<file path="src/rtl/rvb_shifter_arbiter.sv">
// Shares one rvb_shifter between two requesters: round-robin grant into a registered
// issue stage, an in-order tag FIFO, and combinational steering of results back to the owner.
module rvb_shifter_arbiter #(
    parameter int XLEN  = 32,
    parameter int DEPTH = 4
) (
    input  logic            clock,
    input  logic            reset,

    input  logic            req0_valid,
    output logic            req0_ready,
    input  logic [XLEN-1:0] req0_rs1,
    input  logic [XLEN-1:0] req0_rs2,
    input  logic [XLEN-1:0] req0_rs3,
    input  logic [6:0]      req0_insn,

    input  logic            req1_valid,
    output logic            req1_ready,
    input  logic [XLEN-1:0] req1_rs1,
    input  logic [XLEN-1:0] req1_rs2,
    input  logic [XLEN-1:0] req1_rs3,
    input  logic [6:0]      req1_insn,

    output logic            sh_din_valid,
    input  logic            sh_din_ready,
    output logic [XLEN-1:0] sh_din_rs1,
    output logic [XLEN-1:0] sh_din_rs2,
    output logic [XLEN-1:0] sh_din_rs3,
    output logic [6:0]      sh_din_insn,

    input  logic            sh_dout_valid,
    output logic            sh_dout_ready,
    input  logic [XLEN-1:0] sh_dout_rd,

    output logic            rsp0_valid,
    input  logic            rsp0_ready,
    output logic [XLEN-1:0] rsp0_rd,

    output logic            rsp1_valid,
    input  logic            rsp1_ready,
    output logic [XLEN-1:0] rsp1_rd,

    output logic            busy
);
    localparam int PW = $clog2(DEPTH);
    localparam int CW = $clog2(DEPTH + 1);
    localparam logic [CW-1:0] FULL_COUNT = CW'(DEPTH);

    logic             issue_valid_q, issue_valid_d;
    logic [XLEN-1:0]  issue_rs1_q, issue_rs1_d;
    logic [XLEN-1:0]  issue_rs2_q, issue_rs2_d;
    logic [XLEN-1:0]  issue_rs3_q, issue_rs3_d;
    logic [6:0]       issue_insn_q, issue_insn_d;
    logic             prio_q, prio_d;
    logic [DEPTH-1:0] tag_q, tag_d;
    logic [PW-1:0]    wr_ptr_q, wr_ptr_d;
    logic [PW-1:0]    rd_ptr_q, rd_ptr_d;
    logic [CW-1:0]    count_q, count_d;
    logic             busy_q, busy_d;

    logic fifo_empty;
    logic head;
    logic load;
    logic any_req;
    logic grant;
    logic push;
    logic pop;

    // The full check uses only the registered count, so a pop never frees a slot in the same cycle.
    always_comb begin
        fifo_empty = (count_q == '0);
        head       = tag_q[rd_ptr_q];
        load       = (!issue_valid_q || (issue_valid_q && sh_din_ready)) && (count_q != FULL_COUNT);
        any_req    = req0_valid || req1_valid;
        grant      = (req0_valid && req1_valid) ? prio_q : req1_valid;
        push       = !reset && load && any_req;

        req0_ready    = push && !grant;
        req1_ready    = push && grant;

        sh_din_valid  = issue_valid_q;
        sh_din_rs1    = issue_rs1_q;
        sh_din_rs2    = issue_rs2_q;
        sh_din_rs3    = issue_rs3_q;
        sh_din_insn   = issue_insn_q;

        sh_dout_ready = !fifo_empty && (head ? rsp1_ready : rsp0_ready);
        rsp0_valid    = sh_dout_valid && !fifo_empty && !head;
        rsp1_valid    = sh_dout_valid && !fifo_empty && head;
        rsp0_rd       = sh_dout_rd;
        rsp1_rd       = sh_dout_rd;
        pop           = sh_dout_valid && sh_dout_ready;

        busy          = busy_q;
    end

    always_comb begin
        issue_valid_d = issue_valid_q;
        issue_rs1_d   = issue_rs1_q;
        issue_rs2_d   = issue_rs2_q;
        issue_rs3_d   = issue_rs3_q;
        issue_insn_d  = issue_insn_q;
        prio_d        = prio_q;
        tag_d         = tag_q;
        wr_ptr_d      = wr_ptr_q;
        rd_ptr_d      = rd_ptr_q;
        count_d       = count_q;

        if (push) begin
            issue_valid_d   = 1'b1;
            issue_rs1_d     = grant ? req1_rs1 : req0_rs1;
            issue_rs2_d     = grant ? req1_rs2 : req0_rs2;
            issue_rs3_d     = grant ? req1_rs3 : req0_rs3;
            issue_insn_d    = grant ? req1_insn : req0_insn;
            prio_d          = !grant;
            tag_d[wr_ptr_q] = grant;
            wr_ptr_d        = wr_ptr_q + PW'(1);
        end else if (issue_valid_q && sh_din_ready) begin
            issue_valid_d = 1'b0;
        end

        if (pop) begin
            rd_ptr_d = rd_ptr_q + PW'(1);
        end

        case ({push, pop})
            2'b10:   count_d = count_q + CW'(1);
            2'b01:   count_d = count_q - CW'(1);
            default: count_d = count_q;
        endcase

        busy_d = (count_d != '0);
    end

    always_ff @(posedge clock) begin
        if (reset) begin
            issue_valid_q <= 1'b0;
            issue_rs1_q   <= '0;
            issue_rs2_q   <= '0;
            issue_rs3_q   <= '0;
            issue_insn_q  <= '0;
            prio_q        <= 1'b0;
            tag_q         <= '0;
            wr_ptr_q      <= '0;
            rd_ptr_q      <= '0;
            count_q       <= '0;
            busy_q        <= 1'b0;
        end else begin
            issue_valid_q <= issue_valid_d;
            issue_rs1_q   <= issue_rs1_d;
            issue_rs2_q   <= issue_rs2_d;
            issue_rs3_q   <= issue_rs3_d;
            issue_insn_q  <= issue_insn_d;
            prio_q        <= prio_d;
            tag_q         <= tag_d;
            wr_ptr_q      <= wr_ptr_d;
            rd_ptr_q      <= rd_ptr_d;
            count_q       <= count_d;
            busy_q        <= busy_d;
        end
    end

`ifndef SYNTHESIS
    // A result with no outstanding tag means the shifter broke its protocol; it is dropped.
    always @(posedge clock) begin
        if (!reset && sh_dout_valid && fifo_empty)
            $error("rvb_shifter_arbiter: sh_dout_valid with no outstanding operation");
    end
`endif

endmodule

</file>
<file path="config.mk">
export PLATFORM = sky130hd
export DESIGN_NAME = rvb_shifter_arbiter
export DESIGN_NICKNAME = d
export VERILOG_FILES = /design/src/rtl/rvb_shifter_arbiter.sv
export SDC_FILE = /design/constraint.sdc
export NUM_CORES = 1
export LEC_CHECK = 0
export ABC_AREA = 1
export ABC_CLOCK_PERIOD_IN_PS = 5600
export BUFFER_PORTS_ARGS = -buffer_cell sky130_fd_sc_hd__clkbuf_2
export CORE_AREA = 3 3 164 166
export CTS_BUF_LIST = sky130_fd_sc_hd__clkbuf_4 sky130_fd_sc_hd__clkbuf_8
export CTS_CLUSTER_DIAMETER = 40
export DETAILED_ROUTE_END_ITERATION = 12
export DIE_AREA = 0 0 167 169
export GPL_TIMING_DRIVEN = 0
export PLACE_DENSITY = 0.52
export SLEW_MARGIN = 15
export SYNTH_ARGS = -nofsm -noshare
export SYNTH_HDL_FRONTEND = slang
export SYNTH_SLANG_ARGS = --single-unit
</file>
<file path="constraint.sdc">
create_clock -name clock -period 5.6 [get_ports clock]
set_clock_uncertainty 0.1 [all_clocks]
set_input_delay 0.56 -clock clock [delete_from_list [all_inputs] [get_ports clock]]
set_output_delay 0.56 -clock clock [all_outputs]
set_load 0.02 [all_outputs]
</file>
== After elaboration in Yosys (flattened, before gate mapping) ==
Cells that the tools add are included.
W data, S select, Z words.

* Add/sub/neg operators: 4
* Order comparisons: 3
* Equal/unequal tests: 3
* Muxes and demuxes: 14
* Reductions and logical operators: 23

{| class="wikitable"
|+ Operator list
! operator !! number
|-
| $mux W32 || 3
|-
| $logic_and A1 B1 Y1 || 13
|-
| $mux W7 || 1
|-
| $lt A2 B3 Y1 const B || 2
|-
| $mux W1 || 6
|-
| $pmux W3 S2 || 1
|-
| $logic_not A1 Y1 || 5
|-
| $add A2 B1 Y2 const B || 2
|-
| $bwmux W4 || 1
|-
| $add A3 B1 Y3 const B || 1
|-
| $logic_not A3 Y1 || 1
|-
| $ne A3 B3 Y1 const B || 1
|-
| $reduce_bool A3 Y1 || 1
|-
| $sub A3 B1 Y3 const B || 1
|-
| $bmux W1 S2 || 1
|-
| $demux W1 S2 || 1
|-
| $eq A2 B1 Y1 const B || 1
|-
| $eq A2 B2 Y1 const B || 1
|-
| $ge A2 B1 Y1 const B || 1
|-
| $logic_or A1 B1 Y1 || 2
|-
| $reduce_bool A2 Y1 || 1
|}

* Flip-flop bits (word level): 117
* Input port bits: 246
* Output and inout bits: 174

== Longest topological paths before layout ==
* Depth after elaboration: 8
* Mapped depth: 15

== Least setup slack after synthesis ==
No wires, ideal clock.

* Kind: in2reg
* Start: input port reset
* End: register busy_q (netlist: busy)
* Setup time: 0.128 ns
* Data arrival time: 2.114 ns
* Data required time: 5.372 ns
* Slack: 3.259 ns
* Stages on the path: 12
* Cell sequence: buf_2 nor2_4 nand3_4 buf_2 ha_1 inv_1 fa_1 a21oi_1 o21ai_0 xor2_1 nor2_1 nor2_1

* Cells in the longest elaborated chain, start to end: 6

{| class="wikitable"
|+ Ends and longest elaborated chain
! item !! line !! text
|-
| start: declaration || 8 || <nowiki>input logic reset,</nowiki>
|-
| $logic_not A1 Y1 || 76 || <nowiki>push = !reset && load && any_req;</nowiki>
|-
| $logic_and A1 B1 Y1 (2 in series) || 76 ||
|-
| $eq A2 B1 Y1 / $eq A2 B2 Y1 (equally long branches) || 126 || <nowiki>case ({push, pop})</nowiki>
|-
| $pmux W3 S2 || 126 ||
|-
| $reduce_bool A3 Y1 || 132 || <nowiki>busy_d = (count_d != '0);</nowiki>
|-
| end signal: assignment || 159 || <nowiki>busy_q <= busy_d;</nowiki>
|-
| end: declaration || 59 || <nowiki>logic busy_q, busy_d;</nowiki>
|}

Several ways; a longest one is shown, not always the timed one.
A chain may end at the register's enable or synchronous reset.

== Final worst setup path ==
* Start: register prio_q
* End: output port req1_ready

* Cells in the longest elaborated chain, start to end: 2

{| class="wikitable"
|+ Ends and longest elaborated chain
! item !! line !! text
|-
| start: declaration || 54 || <nowiki>logic prio_q, prio_d;</nowiki>
|-
| start signal: assignment || 154 || <nowiki>prio_q <= prio_d;</nowiki>
|-
| $mux W1 || 75 || <nowiki>grant = (req0_valid && req1_valid) ? prio_q : req1_valid;</nowiki>
|-
| $logic_and A1 B1 Y1 || 79 || <nowiki>req1_ready = push && grant;</nowiki>
|-
| end: declaration || 18 || <nowiki>output logic req1_ready,</nowiki>
|}

Every way passes these cells.

==> out/metrics.yaml <==
status:
  outcome: "completed"
flow_run:
  max-cap-violations: 0
yosys:
  synth-warning-count: 0
  ys_seq_area_frac: 0.386
  synth_commonest_cells: "538 x nand2_1, 117 x dfxtp_1, 115 x a21oi_1"
  synth_seq_cells: 117
  dominantRegCellSynth: "dfxtp_1"
  synth_cell_types: 23
  synth-async-reset-ratio: 0
  synth_top_area_share: 0.386
  syn_area_um2: 6060
  netlist_instances: 951
  yosysTopAreaCell: "dfxtp_1"
  synth_area_leaders: "dfxtp_1 39%, nand2_1 33%, a21oi_1 9.5%"
  synth_edf_count: 0
  avgSynthCellArea_um2: 6.37
  syn-num-nets: 1203
  yosysMostFrequentCell: "nand2_1"
detailed_routing:
  detail_route.vias_per_cell: 4.13
  dr.pass1.iters: 4
  drc_errors: 0
  antenna_left: 0
  drt_wl_total_um: 23800
  wl_per_cell_um: 14.0
  drt-initial-drc-count: 274
  vias: 7042
power_and_ir_drop:
  pwr-share-seq: 0.390
  clkPwrFrac: 0.333
  leakage_nw: 4.78
  powerDensity_nw_per_um2: 273
  ir_drop_mv: 0.123
  switchingPower_mw: 0.840
  p_sw_frac: 0.349
  p_comb_frac: 0.277
  intPower_mw: 1.56
timing:
  timing.final.crit_share: 0.461
  final.setup.worst_slack_ns: 3.02
  finalMaxSlewViolations: 0
  finalHoldViolCount: 0
  setup_tns_ns: 0
  relSlewSlack: 0.556
  finalSetupViolCount: 0
  max_freq_mhz: 387
  rsz0062_at_grt: "false"
  finalCriticalPeriod_ns: 2.58
  worstMarginPinSlew_ns: 0.665
floorplan:
  die_h_um: 169
  rows: 59
  dieArea_um2: 28200
  io_pins: 420
  start_util: 0.235
  fp.dieW_um: 167
  coreArea_um2: 25800
cts:
  worstSkewPairLatency_ns: 0.42
  clkTransAtPathRegs_ns: 0.09
  max-clock-path-buffers: 2
  cts_setup_buffers: 0
  cts_buffers: 17
  cts_tree: "done"
  ctsHoldBuffers: 0
  htreeDepth: 4
  clockRootBuffer: "clkbuf_8"
  cts_resized: 0
  cts_sinks: 117
global_routing:
  antenna_found_initial: 0
  grt_pass1_wl_um: 36500
  grt_overflow_total: 0
  grt_pass1_vias: 6927
  grt_max_degree: 17
  track_usage: 0.163
final_layout:
  syn_to_final_growth_pct: 45.4
  drive_above_1_share: 0.387
  num_antenna_cells: 0
  layout.nets: 1608
  fillers: 2955
critical_path:
  cp_max_fo: 10
  crit_type: "register to output port"
  worstSetupEndpointType: "output port"
  critPathArrivalTime_ns: 1.92
  reg2reg_setup_slack_ns: 3.19
  startpoint_type: "register"
  crit_required_ns: 4.94
placed_design:
  dp_hpwl_um: 19100
  place_congestion: 0.847
  portBuffers: 386
  pre_cts_ws_ns: 2.91
hold_path:
  hold_class: "input pin to register"
-- registers in the layout, indices dropped and copies added (netlist names) --
register and cells:
sh_din_rs2 32, tag_q 4, busy 1, sh_din_valid 1
sh_din_rs1 32, count_q 3, wr_ptr_q 2, rd_ptr_q 2
prio_q 1, sh_din_insn 7, sh_din_rs3 32
-- worst max-delay path, cell delays in order, from the launching register on --
cell and delay [ns]:
dfxtp_1 0.32, inv_2 0.04, nand2_1 0.06, nand2_2 0.15
buf_2 0.28, nor2_1 0.36, clkbuf_2 0.28
-- metal layers --
| layer | up-vias | GRT usage | routed length [um] |
|---|---|---|---|
| met5 | - | 0 | 0 |
| met4 | 0 | 0.0441 | 400 |
| met3 | 22 | 0.0530 | 1940 |
| met2 | 284 | 0.286 | 11600 |
| met1 | 3052 | 0.191 | 9820 |
| li1 | 3684 | - | - |
-- final timing paths --
check,from,cells after the start,to
setup / recovery,prio_q,6,req1_ready
hold / removal,req1_rs1[1],5,sh_din_rs1[1]
setup reg to reg,rd_ptr_q[0],14,busy
hold reg to reg,prio_q,2,prio_q
-- power groups by stage --
stage | Sequential, mW | Combinational, mW | Clock (mW)
2_1_floorplan | 1.02 | 0.345 | 0
6_report | 0.938 | 0.666 | 0.801
4_1_cts | 0.938 | 0.682 | 0.843
5_1_grt | 0.947 | 0.750 | 0.878
3_5_place_dp | 0.957 | 0.680 | 0
3_3_place_gp | 0.954 | 0.680 | 0
-- cell families after synthesis --
kind of cell               count (synthesis)  share of synthesized area
adders and majority gates                  6                     0.0136
and+or+nand+nor                          563                      0.355
AOI/OAI and AO/OA                        120                     0.0995
xor gates and xnor gates                   3                    0.00434
buffers and inverters                    142                      0.141
DFF                                      117                      0.386
-- cells in the final DEF, fill, tap and decap left out, drive strengths merged --
cell	n
nand2	539
clkbuf	420
dfxtp	117
a21oi	115
buf	106
inv	23
nor2	13
nand3	9
ha	5
clkinv	5
o21ai	4
clkinvlp	4
xor2	2
bufinv	2
nand3b	1
nor3	1
xnor2	1
a211oi	1
fa	1
-- stage by stage --
| stage | power (mW) | utilization | cell area (um^2) | hold slack (ns) | std cells |
|---|---|---|---|---|---|
| after floorplan | 1.37 | - | 6060 | 0.337 | 951 |
| after global placement | 1.63 | 0.327 | 8410 | 0.349 | 1672 |
| after detailed placement | 1.64 | 0.327 | 8410 | 0.355 | 1672 |
| after CTS | 2.46 | 0.342 | 8810 | 0.304 | 1704 |
| after global routing | 2.57 | 0.342 | 8810 | 0.322 | 1704 |
| final | 2.40 | 0.342 | 8810 | 0.341 | 1704 |
-- area by class of cell --
class                      instances  area [um^2]  share of cell area
tap                              335          419              0.0476
multi-input combinational        692         2860               0.325
inverter                          20         75.1             0.00852
sequential                       117         2340               0.266
timing repair buffer             386         1930               0.219
clock inverter                    14          153              0.0173
clock buffer                      18          248              0.0281
buffer                           122          779              0.0885
No activity file was read; power rests on OpenSTA's default activity.
